===== src/rtl/iq_pair_fifo.sv =====
// I/Q pairing stage with a show-ahead pair FIFO between the window-select stage and MCU readout.
// Optional drop statistics are enabled with the IQ_PAIR_STATS_EN macro.
module iq_pair_fifo #(
  parameter int DATA_WIDTH = 32,
  parameter int DEPTH      = 16,
  parameter int ADDR_W     = 4
) (
  input  logic                  clk_in,
  input  logic                  reset_n,
  input  logic [DATA_WIDTH-1:0] in_I,
  input  logic                  in_valid_I,
  input  logic [DATA_WIDTH-1:0] in_Q,
  input  logic                  in_valid_Q,
  input  logic                  enabled,
  output logic [DATA_WIDTH-1:0] out_I,
  output logic [DATA_WIDTH-1:0] out_Q,
  output logic                  out_valid,
  input  logic                  out_ready,
  output logic [ADDR_W:0]       fill_level,
  output logic                  overflow,
  output logic                  desync,
  input  logic                  clear_flags,
  output logic [15:0]           dropped_pairs
);

  typedef enum logic [1:0] {
    ST_IDLE   = 2'd0,
    ST_HAVE_I = 2'd1,
    ST_HAVE_Q = 2'd2
  } state_t;

  localparam logic [ADDR_W:0] FULL_CNT = (ADDR_W+1)'(DEPTH);

  logic                    prev_i_r, prev_q_r;
  logic                    ev_i_s, ev_q_s;
  state_t                  state_r, state_nxt_s;
  logic [DATA_WIDTH-1:0]   hold_i_r, hold_q_r;
  logic                    push_s, desync_set_s, latch_i_s, latch_q_s;
  logic [DATA_WIDTH-1:0]   push_i_s, push_q_s;
  logic [2*DATA_WIDTH-1:0] mem_r [DEPTH];
  logic [ADDR_W-1:0]       wr_ptr_r, rd_ptr_r, rd_nxt_s;
  logic [ADDR_W:0]         count_r, cnt_after_pop_s;
  logic                    pop_s, full_s, drop_s, wr_en_s;
  logic                    out_valid_r, overflow_r, desync_r;
  logic [DATA_WIDTH-1:0]   out_i_r, out_q_r;

  // Strobes are tracked even while disabled so re-enabling never produces a false edge
  always_ff @(posedge clk_in or negedge reset_n) begin
    if (!reset_n) begin
      prev_i_r <= 1'b0;
      prev_q_r <= 1'b0;
    end else begin
      prev_i_r <= in_valid_I;
      prev_q_r <= in_valid_Q;
    end
  end

  assign ev_i_s = enabled & in_valid_I & ~prev_i_r;
  assign ev_q_s = enabled & in_valid_Q & ~prev_q_r;

  // Pairing state register
  always_ff @(posedge clk_in or negedge reset_n) begin
    if (!reset_n) begin
      state_r <= ST_IDLE;
    end else if (!enabled) begin
      state_r <= ST_IDLE;
    end else begin
      state_r <= state_nxt_s;
    end
  end

  // Pairing next-state logic
  always_comb begin
    state_nxt_s = state_r;
    case (state_r)
      ST_IDLE: begin
        if (ev_i_s && ev_q_s) state_nxt_s = ST_IDLE;
        else if (ev_i_s)      state_nxt_s = ST_HAVE_I;
        else if (ev_q_s)      state_nxt_s = ST_HAVE_Q;
        else                  state_nxt_s = ST_IDLE;
      end
      ST_HAVE_I: begin
        if (ev_q_s) state_nxt_s = ST_IDLE;
        else        state_nxt_s = ST_HAVE_I;
      end
      ST_HAVE_Q: begin
        if (ev_i_s) state_nxt_s = ST_IDLE;
        else        state_nxt_s = ST_HAVE_Q;
      end
      default: state_nxt_s = ST_IDLE;
    endcase
  end

  // Pairing outputs: push request, pair contents, word latching and desync detection
  always_comb begin
    push_s       = 1'b0;
    push_i_s     = in_I;
    push_q_s     = in_Q;
    desync_set_s = 1'b0;
    latch_i_s    = 1'b0;
    latch_q_s    = 1'b0;
    case (state_r)
      ST_IDLE: begin
        if (ev_i_s && ev_q_s) begin
          push_s = 1'b1;
        end else if (ev_i_s) begin
          latch_i_s = 1'b1;
        end else if (ev_q_s) begin
          latch_q_s = 1'b1;
        end else begin
          push_s = 1'b0;
        end
      end
      ST_HAVE_I: begin
        if (ev_i_s && ev_q_s) begin
          push_s       = 1'b1;
          desync_set_s = 1'b1;
        end else if (ev_q_s) begin
          push_s   = 1'b1;
          push_i_s = hold_i_r;
        end else if (ev_i_s) begin
          latch_i_s    = 1'b1;
          desync_set_s = 1'b1;
        end else begin
          push_s = 1'b0;
        end
      end
      ST_HAVE_Q: begin
        if (ev_i_s && ev_q_s) begin
          push_s       = 1'b1;
          desync_set_s = 1'b1;
        end else if (ev_i_s) begin
          push_s   = 1'b1;
          push_q_s = hold_q_r;
        end else if (ev_q_s) begin
          latch_q_s    = 1'b1;
          desync_set_s = 1'b1;
        end else begin
          push_s = 1'b0;
        end
      end
      default: push_s = 1'b0;
    endcase
  end

  // Holding registers for a half-received pair
  always_ff @(posedge clk_in or negedge reset_n) begin
    if (!reset_n) begin
      hold_i_r <= {DATA_WIDTH{1'b0}};
      hold_q_r <= {DATA_WIDTH{1'b0}};
    end else begin
      if (latch_i_s) hold_i_r <= in_I;
      if (latch_q_s) hold_q_r <= in_Q;
    end
  end

  // A pop frees the slot in the same cycle, so a full FIFO still accepts a coincident push
  assign pop_s           = out_valid_r & out_ready;
  assign full_s          = (count_r == FULL_CNT);
  assign wr_en_s         = push_s & (~full_s | pop_s);
  assign drop_s          = push_s & full_s & ~pop_s;
  assign rd_nxt_s        = rd_ptr_r + (ADDR_W)'(pop_s);
  assign cnt_after_pop_s = count_r - (ADDR_W+1)'(pop_s);

  // Pair storage
  always_ff @(posedge clk_in) begin
    if (wr_en_s) mem_r[wr_ptr_r] <= {push_i_s, push_q_s};
  end

  // Pointers and occupancy
  always_ff @(posedge clk_in or negedge reset_n) begin
    if (!reset_n) begin
      wr_ptr_r <= {ADDR_W{1'b0}};
      rd_ptr_r <= {ADDR_W{1'b0}};
      count_r  <= {(ADDR_W+1){1'b0}};
    end else if (!enabled) begin
      wr_ptr_r <= {ADDR_W{1'b0}};
      rd_ptr_r <= {ADDR_W{1'b0}};
      count_r  <= {(ADDR_W+1){1'b0}};
    end else begin
      if (wr_en_s) wr_ptr_r <= wr_ptr_r + {{(ADDR_W-1){1'b0}}, 1'b1};
      rd_ptr_r <= rd_nxt_s;
      count_r  <= count_r + (ADDR_W+1)'(wr_en_s) - (ADDR_W+1)'(pop_s);
    end
  end

  // Show-ahead head register; only entries already stored at the start of the cycle are presented
  always_ff @(posedge clk_in or negedge reset_n) begin
    if (!reset_n) begin
      out_valid_r <= 1'b0;
      out_i_r     <= {DATA_WIDTH{1'b0}};
      out_q_r     <= {DATA_WIDTH{1'b0}};
    end else if (!enabled) begin
      out_valid_r <= 1'b0;
      out_i_r     <= {DATA_WIDTH{1'b0}};
      out_q_r     <= {DATA_WIDTH{1'b0}};
    end else if (cnt_after_pop_s != {(ADDR_W+1){1'b0}}) begin
      out_valid_r        <= 1'b1;
      {out_i_r, out_q_r} <= mem_r[rd_nxt_s];
    end else begin
      out_valid_r <= 1'b0;
    end
  end

  // Sticky error flags; a coincident set beats clear_flags
  always_ff @(posedge clk_in or negedge reset_n) begin
    if (!reset_n) begin
      overflow_r <= 1'b0;
      desync_r   <= 1'b0;
    end else begin
      if (drop_s)           overflow_r <= 1'b1;
      else if (clear_flags) overflow_r <= 1'b0;
      if (desync_set_s)     desync_r <= 1'b1;
      else if (clear_flags) desync_r <= 1'b0;
    end
  end

`ifdef IQ_PAIR_STATS_EN
  logic [15:0] dropped_r;

  // Saturating drop counter; a drop coinciding with clear_flags counts as the first new drop
  always_ff @(posedge clk_in or negedge reset_n) begin
    if (!reset_n) begin
      dropped_r <= 16'd0;
    end else if (drop_s) begin
      if (clear_flags)               dropped_r <= 16'd1;
      else if (dropped_r != 16'hFFFF) dropped_r <= dropped_r + 16'd1;
      else                           dropped_r <= dropped_r;
    end else if (clear_flags) begin
      dropped_r <= 16'd0;
    end else begin
      dropped_r <= dropped_r;
    end
  end

  assign dropped_pairs = dropped_r;
`else
  assign dropped_pairs = 16'd0;
`endif

  assign out_I      = out_i_r;
  assign out_Q      = out_q_r;
  assign out_valid  = out_valid_r;
  assign fill_level = count_r;
  assign overflow   = overflow_r;
  assign desync     = desync_r;

endmodule


===== config.mk =====
export PLATFORM = sky130hd
export DESIGN_NAME = iq_pair_fifo
export DESIGN_NICKNAME = d
export VERILOG_FILES = /design/src/rtl/iq_pair_fifo.sv
export SDC_FILE = /design/constraint.sdc
export NUM_CORES = 2
export LEC_CHECK = 0
export ABC_AREA = 1
export CAP_MARGIN = 10
export CORE_UTILIZATION = 50
export CTS_BUF_LIST = sky130_fd_sc_hd__clkbuf_4
export CTS_CLUSTER_SIZE = 28
export DETAILED_ROUTE_END_ITERATION = 12
export MAX_ROUTING_LAYER = met4
export PLACE_DENSITY = 0.67
export SYNTH_ARGS = -nofsm -noshare
export SYNTH_HDL_FRONTEND = slang
export SYNTH_SLANG_ARGS = --single-unit

===== constraint.sdc =====
create_clock -name clk_in -period 6.2 [get_ports clk_in]
set_clock_uncertainty 0.05 [all_clocks]
set_input_delay 1.24 -clock clk_in [delete_from_list [all_inputs] [get_ports clk_in]]
set_output_delay 1.24 -clock clk_in [all_outputs]
set_load 0.05 [all_outputs]

# Word-level counts from Yosys, hierarchy flattened
# Memories as Yosys holds them, arrays and structs flattened.
# Cells that the tools add are included.
[op_classes]
add_sub_neg = 5
mul = 0
div = 0
magnitude_cmp = 0
n_eq_ne = 5
n_shift = 0
muxes = 44
n_bitwise = 13
reduce_logical = 6
[ops]
columns = ["op", "count"]
rows = [
  ["2-to-1 mux 32 bit", 10],
  ["2-to-1 mux 1 bit", 21],
  ["2-to-1 mux 4 bit", 3],
  ["2-to-1 mux 2 bit", 5],
  ["subtractor 5 x 1 -> 5 bit", 2],
  ["AND 1 bit", 8],
  ["one-hot mux 2 bit (3 select lines)", 1],
  ["adder 5 x 1 -> 5 bit", 1],
  ["equality test 5 bit (second input constant)", 1],
  ["2-to-1 mux 5 bit", 1],
  ["nonzero test 5 bit", 1],
  ["adder 4 x 1 -> 4 bit", 1],
  ["adder 4 x 1 -> 4 bit (second input constant)", 1],
  ["!= test 2 x 1 -> 1 bit (second input constant)", 2],
  ["NOT 1 bit", 4],
  ["one-hot mux 1 bit (2 select lines)", 2],
  ["nonzero test 2 bit", 2],
  ["one-hot mux 1 bit (3 select lines)", 1],
  ["equality test 2 x 1 -> 1 bit (second input constant)", 1],
  ["equality test 2 bit (second input constant)", 1],
  ["logical NOT 2 bit", 1],
  ["OR reduction 2 bit", 1],
  ["logical AND 1 bit", 1],
  ["bitwise OR 1 bit", 1],
]
[totals]
register_bits = 148
latchBits = 0
ram_bits = 1024
rom_bits = 0
in_bits = 71
output_inout_bits = 88
word_cells = 87
mem_count = 1
[memory_table]
columns = ["name", "depth", "word_bits", "read_ports", "rd_clocked_by_memory_dff", "wr", "line_no", "text"]
rows = [
  ["mem_r", 16, 64, 1, 0, 1, "40", "logic [2*DATA_WIDTH-1:0] mem_r [DEPTH];"],
]

# Depth between registers and ports, before layout
[depth]
depth_word = 9
depth_mapped = 15
mapped_depth_nobuf = 15

# Least setup slack after synthesis
# No wires, ideal clock.
[synth_path]
kind = "in2reg"
from = "in enabled"
to = "mem mem_r[0][0] (netlist bit) (enable)"
setup_time_ns = 0.486
t_arrival_ns = 4.737
required_ns = 5.664
setup_slack_ns = 0.927
path_stages = 8
path_buffers = 0
path_cell_list = "inv_2 nor2_1 nand2_1 a21oi_2 nand2_2 nor2_8 nand2_4 nor2_1"
[synth_via]
elab_chain_len = 8
word_cells_on_any_way = 14
classes_between = "8 x mux; 5 x bitwise; 1 x reduce/logical"
[synth_lines]
columns = ["element", "line_no", "text"]
rows = [
  ["start: declaration", "14", "input logic enabled,"],
  ["AND 1 bit, on equally long branches (2 in series)", "58, 59", ""],
  ["2-to-1 mux 1 bit, or another cell as far along", "132", "end else if (ev_i_s) begin"],
  ["2-to-1 mux 1 bit, on equally long branches", "129, 104, 115", ""],
  ["one-hot mux 1 bit (3 select lines) (*)", "102", "case (state_r)"],
  ["AND 1 bit (*)", "160", "assign wr_en_s = push_s & (~full_s | pop_s);"],
  ["2-to-1 mux 1 bit (*)", "167", "if (wr_en_s) mem_r[wr_ptr_r] <= {push_i_s, push_q_s};"],
  ["2-to-1 mux 1 bit (not written as such) (*)", "167", ""],
  ["end: declaration", "40", ""],
]
# Mark *: on every way between the ends. The rest lies on a longest branch, timed or not.

# Worst setup path after layout
[layout_path]
from = "reg count_r[4], in the netlist fill_level[4]"
to = "out fill_level[4]"
[layout_rtl]
columns = ["element", "line_no", "text"]
rows = [
  ["start: declaration", "42", "logic [ADDR_W:0] count_r, cnt_after_pop_s;"],
  ["start signal: assignment", "175", "count_r <= {(ADDR_W+1){1'b0}};"],
  ["start signal: assignment", "179", "count_r <= {(ADDR_W+1){1'b0}};"],
  ["start signal: assignment", "183", "count_r <= count_r + (ADDR_W+1)'(wr_en_s) - (ADDR_W+1)'(pop_s);"],
  ["end: declaration", "19", "output logic [ADDR_W:0] fill_level,"],
]
# No word-level cell between the ends.

==> flow_summary.toml <==
[floorplan]
initial_core_util = 0.506
die_w_microns = 313
rows = 113
io_pins = 159
die-area_sq_um = 97700
fp.coreArea_sq_um = 95300
die_y_microns = 313

[synthesis]
yosys.area.top_type_share = 0.638
synth_area_sq_um = 48200
synth-seq-cells = 1172
synthFlopType = "edfxtp_1"
ys_top_cells_by_count = "nand2_1 (1827), edfxtp_1 (1024), nand3_1 (720)"
async_flop_share = 0.126
synthCells = 4367
seq_area_frac_synth = 0.715
synth-edff-count = 1024
yosys_warnings = 0
yosysMostFrequentCell = "nand2_1"
synth_area_leader_cell = "edfxtp_1"
synthTopCellsByArea = "edfxtp_1 (64%), nand2_1 (14%), dfrtp_1 (7.7%), nand3_1 (7.5%), buf_2 (2.1%)"
avgSynthCellArea_sq_um = 11.0
synth.distinct_cells = 34

[timing]
fin_ws_ps = 2270
setup_tns_ps = 0
fin_crit_ps = 3930
hold_ws_ps = 96.1
slew_headroom = -0.0136
rsz0062_at_grt = "no"
drv_slew = 45
max_freq_mhz = 255
setup_violations = 0
hold_viol = 0
fin_crit_sh = 0.633
worst_pin_slew_ps = 1520

[worst_hold_path]
hp-class = "in -> async"

[placed_design]
place_congestion = 0.798
dpl_cell_area_sq_um = 50800
dp.cells = 5577
place_hpwl_microns = 57500
place_ws_ps = 1530
port_buffers = 142

[layout]
layout.cells.non_filler = 6127
finalInstanceArea_sq_um = 54700
layout.nets = 4720
drive_gt1_frac = 0.124
nFillCells = 7845
final_core_utilization = 0.574
synthToLayoutAreaGrowth_pct = 13.5

[critical_path]
timing.reg2reg.worst_path_depth = 12
end_kind = "output pin"
critPathMaxFanout = 5
path_class = "reg -> out"
start_kind = "register"
worstReg2RegEnd = "out_Q[23]"
r2r_slack_ps = 2940
cp_cell_sequence = "clkdlybuf4s50_1"
slowest_stage = "clkdlybuf4s50_1"
arrival_ps = 2640
rr_startpoint = "out_valid"
path_buf_inv = 1
crit_required_ps = 4910
path_delay_family = "buffers and inverters"
max_stage_delay_ps = 1050

[cts]
clkTransAtPathRegs_ps = 60
clk_latency_ps = 1150
cts-root-buf = "clkbuf_4"
cts_resized = 0
clkSinkCount = 1172
cts_hold_buf = 0
post_cts_buffers = 0
numCtsBuffers = 309
cts.path.max_buffers = 4
cts_tree = "yes"
htree_levels = 5

[power_and_ir_drop]
total_power_mw = 21.6
cellPowerDensity_nw_per_um2 = 394
power_leakage_nw = 21.8
peakVddDrop_uv = 388

[global_routing]
grt_use_total = 0.262
grt_max_degree = 248
grt_antenna_before_repair = 2
grt_pass1_wl_microns = 188000
overflow = 0
grt_pass1_vias = 32427

[detailed_routing]
drtIter0Drc = 3504
wl_per_cell_microns = 20.2
routed_via_density = 5.42
final_antenna_net_count = 0
wl_microns = 124000
route.detailed.drc = 0
dr.pass1.iters = 6
vias = 33211

[outcome]
status = "finished, violations left"
failed_checks = "slew limit"

[job]
maxCapViolations = 0
-- report_power, final --
group | total (mW) | internal (mW) | switching, mW
registers | 9.21 | 8.93 | 0.285
logic | 5.83 | 1.67 | 4.16
clock network | 6.52 | 3.48 | 3.04
total | 21.6 | 14.1 | 7.49
-- layout make-up --
class                           instances  area [sq um]  area share
Sequential cell                      1172         34500       0.630
Multi-Input combinational cell       2838         12200       0.224
Clock buffer                          476          3570      0.0653
Timing Repair Buffer                  209          2210      0.0405
Tap cell                             1265          1580      0.0289
Inverter                               99           400     0.00732
Clock inverter                         64           248     0.00453
Antenna cell                            4          10.0    0.000183
-- routing by layer --
layer	wire, microns	up-vias	global-route usage	share of wire
met1	50700	15993	0.345	0.41
li1	-	15527	-	-
met5	0	-	-	0
met2	58700	1435	0.405	0.47
met4	3200	0	0.0932	0.026
met3	11000	256	0.0524	0.089
-- cell usage in the layout, fill, tap and decap left out, drive strengths merged, types with 3 or more instances in the layout --
cell,n
conb,16
edfxtp,1024
nand2,1834
a21oi,71
diode,4
clkdlybuf4s50,140
o21ai,70
clkbuf,477
nand3,722
ha,19
clkinv,56
buf,68
inv,107
nor2,92
nand4,3
dfrtp,148
-- cells by family (layout without fill, tap and decap cells) --
group / after synthesis / count (layout) / share of synthesized area
AOI/OAI and AO/OA: 145 / 145 / 0.0154
other: 1 / 20 / 0.0000778
and+or+nand+nor: 2653 / 2653 / 0.227
adders and majority gates: 20 / 20 / 0.00535
xor gates and xnor gates: 4 / 4 / 0.000727
buffers and inverters: 372 / 848 / 0.0364
DFF: 1172 / 1172 / 0.715
-- worst max path at each step --
stage	from	endpoint	slack, ps	cells after the start
final	fill_level[4]	fill_level[4]	2270	1
after global routing	fill_level[4]	fill_level[4]	2120	1
after CTS	fill_level[4]	fill_level[4]	2160	1
after detailed placement	enabled	mem_r[0][38]	1530	8
after global placement	enabled	mem_r[6][50]	1630	8
after floorplan	enabled	mem_r[0][0]	930	8
-- registers in the layout, summed over array words and instances (netlist names) --
signal,cells
overflow,1
rd_ptr_r,4
prev_q_r,1
desync,1
hold_q_r,32
wr_ptr_r,4
prev_i_r,1
hold_i_r,32
fill_level,5
out_I,32
state_r,2
mem_r,1024
out_Q,32
out_valid,1
-- worst register-to-register path, cell delays in order (launching register included) --
cell,delay [ps]
dfrtp_1,420
nand2_1,200
inv_1,140
ha_4,400
buf_12,580
nand2_1,720
nand3_1,160
nand2_1,60
nand2_1,60
nand3_1,100
nand2_1,130
nand2_1,70
nand2_1,80
(Power assumes the default switching activity.)
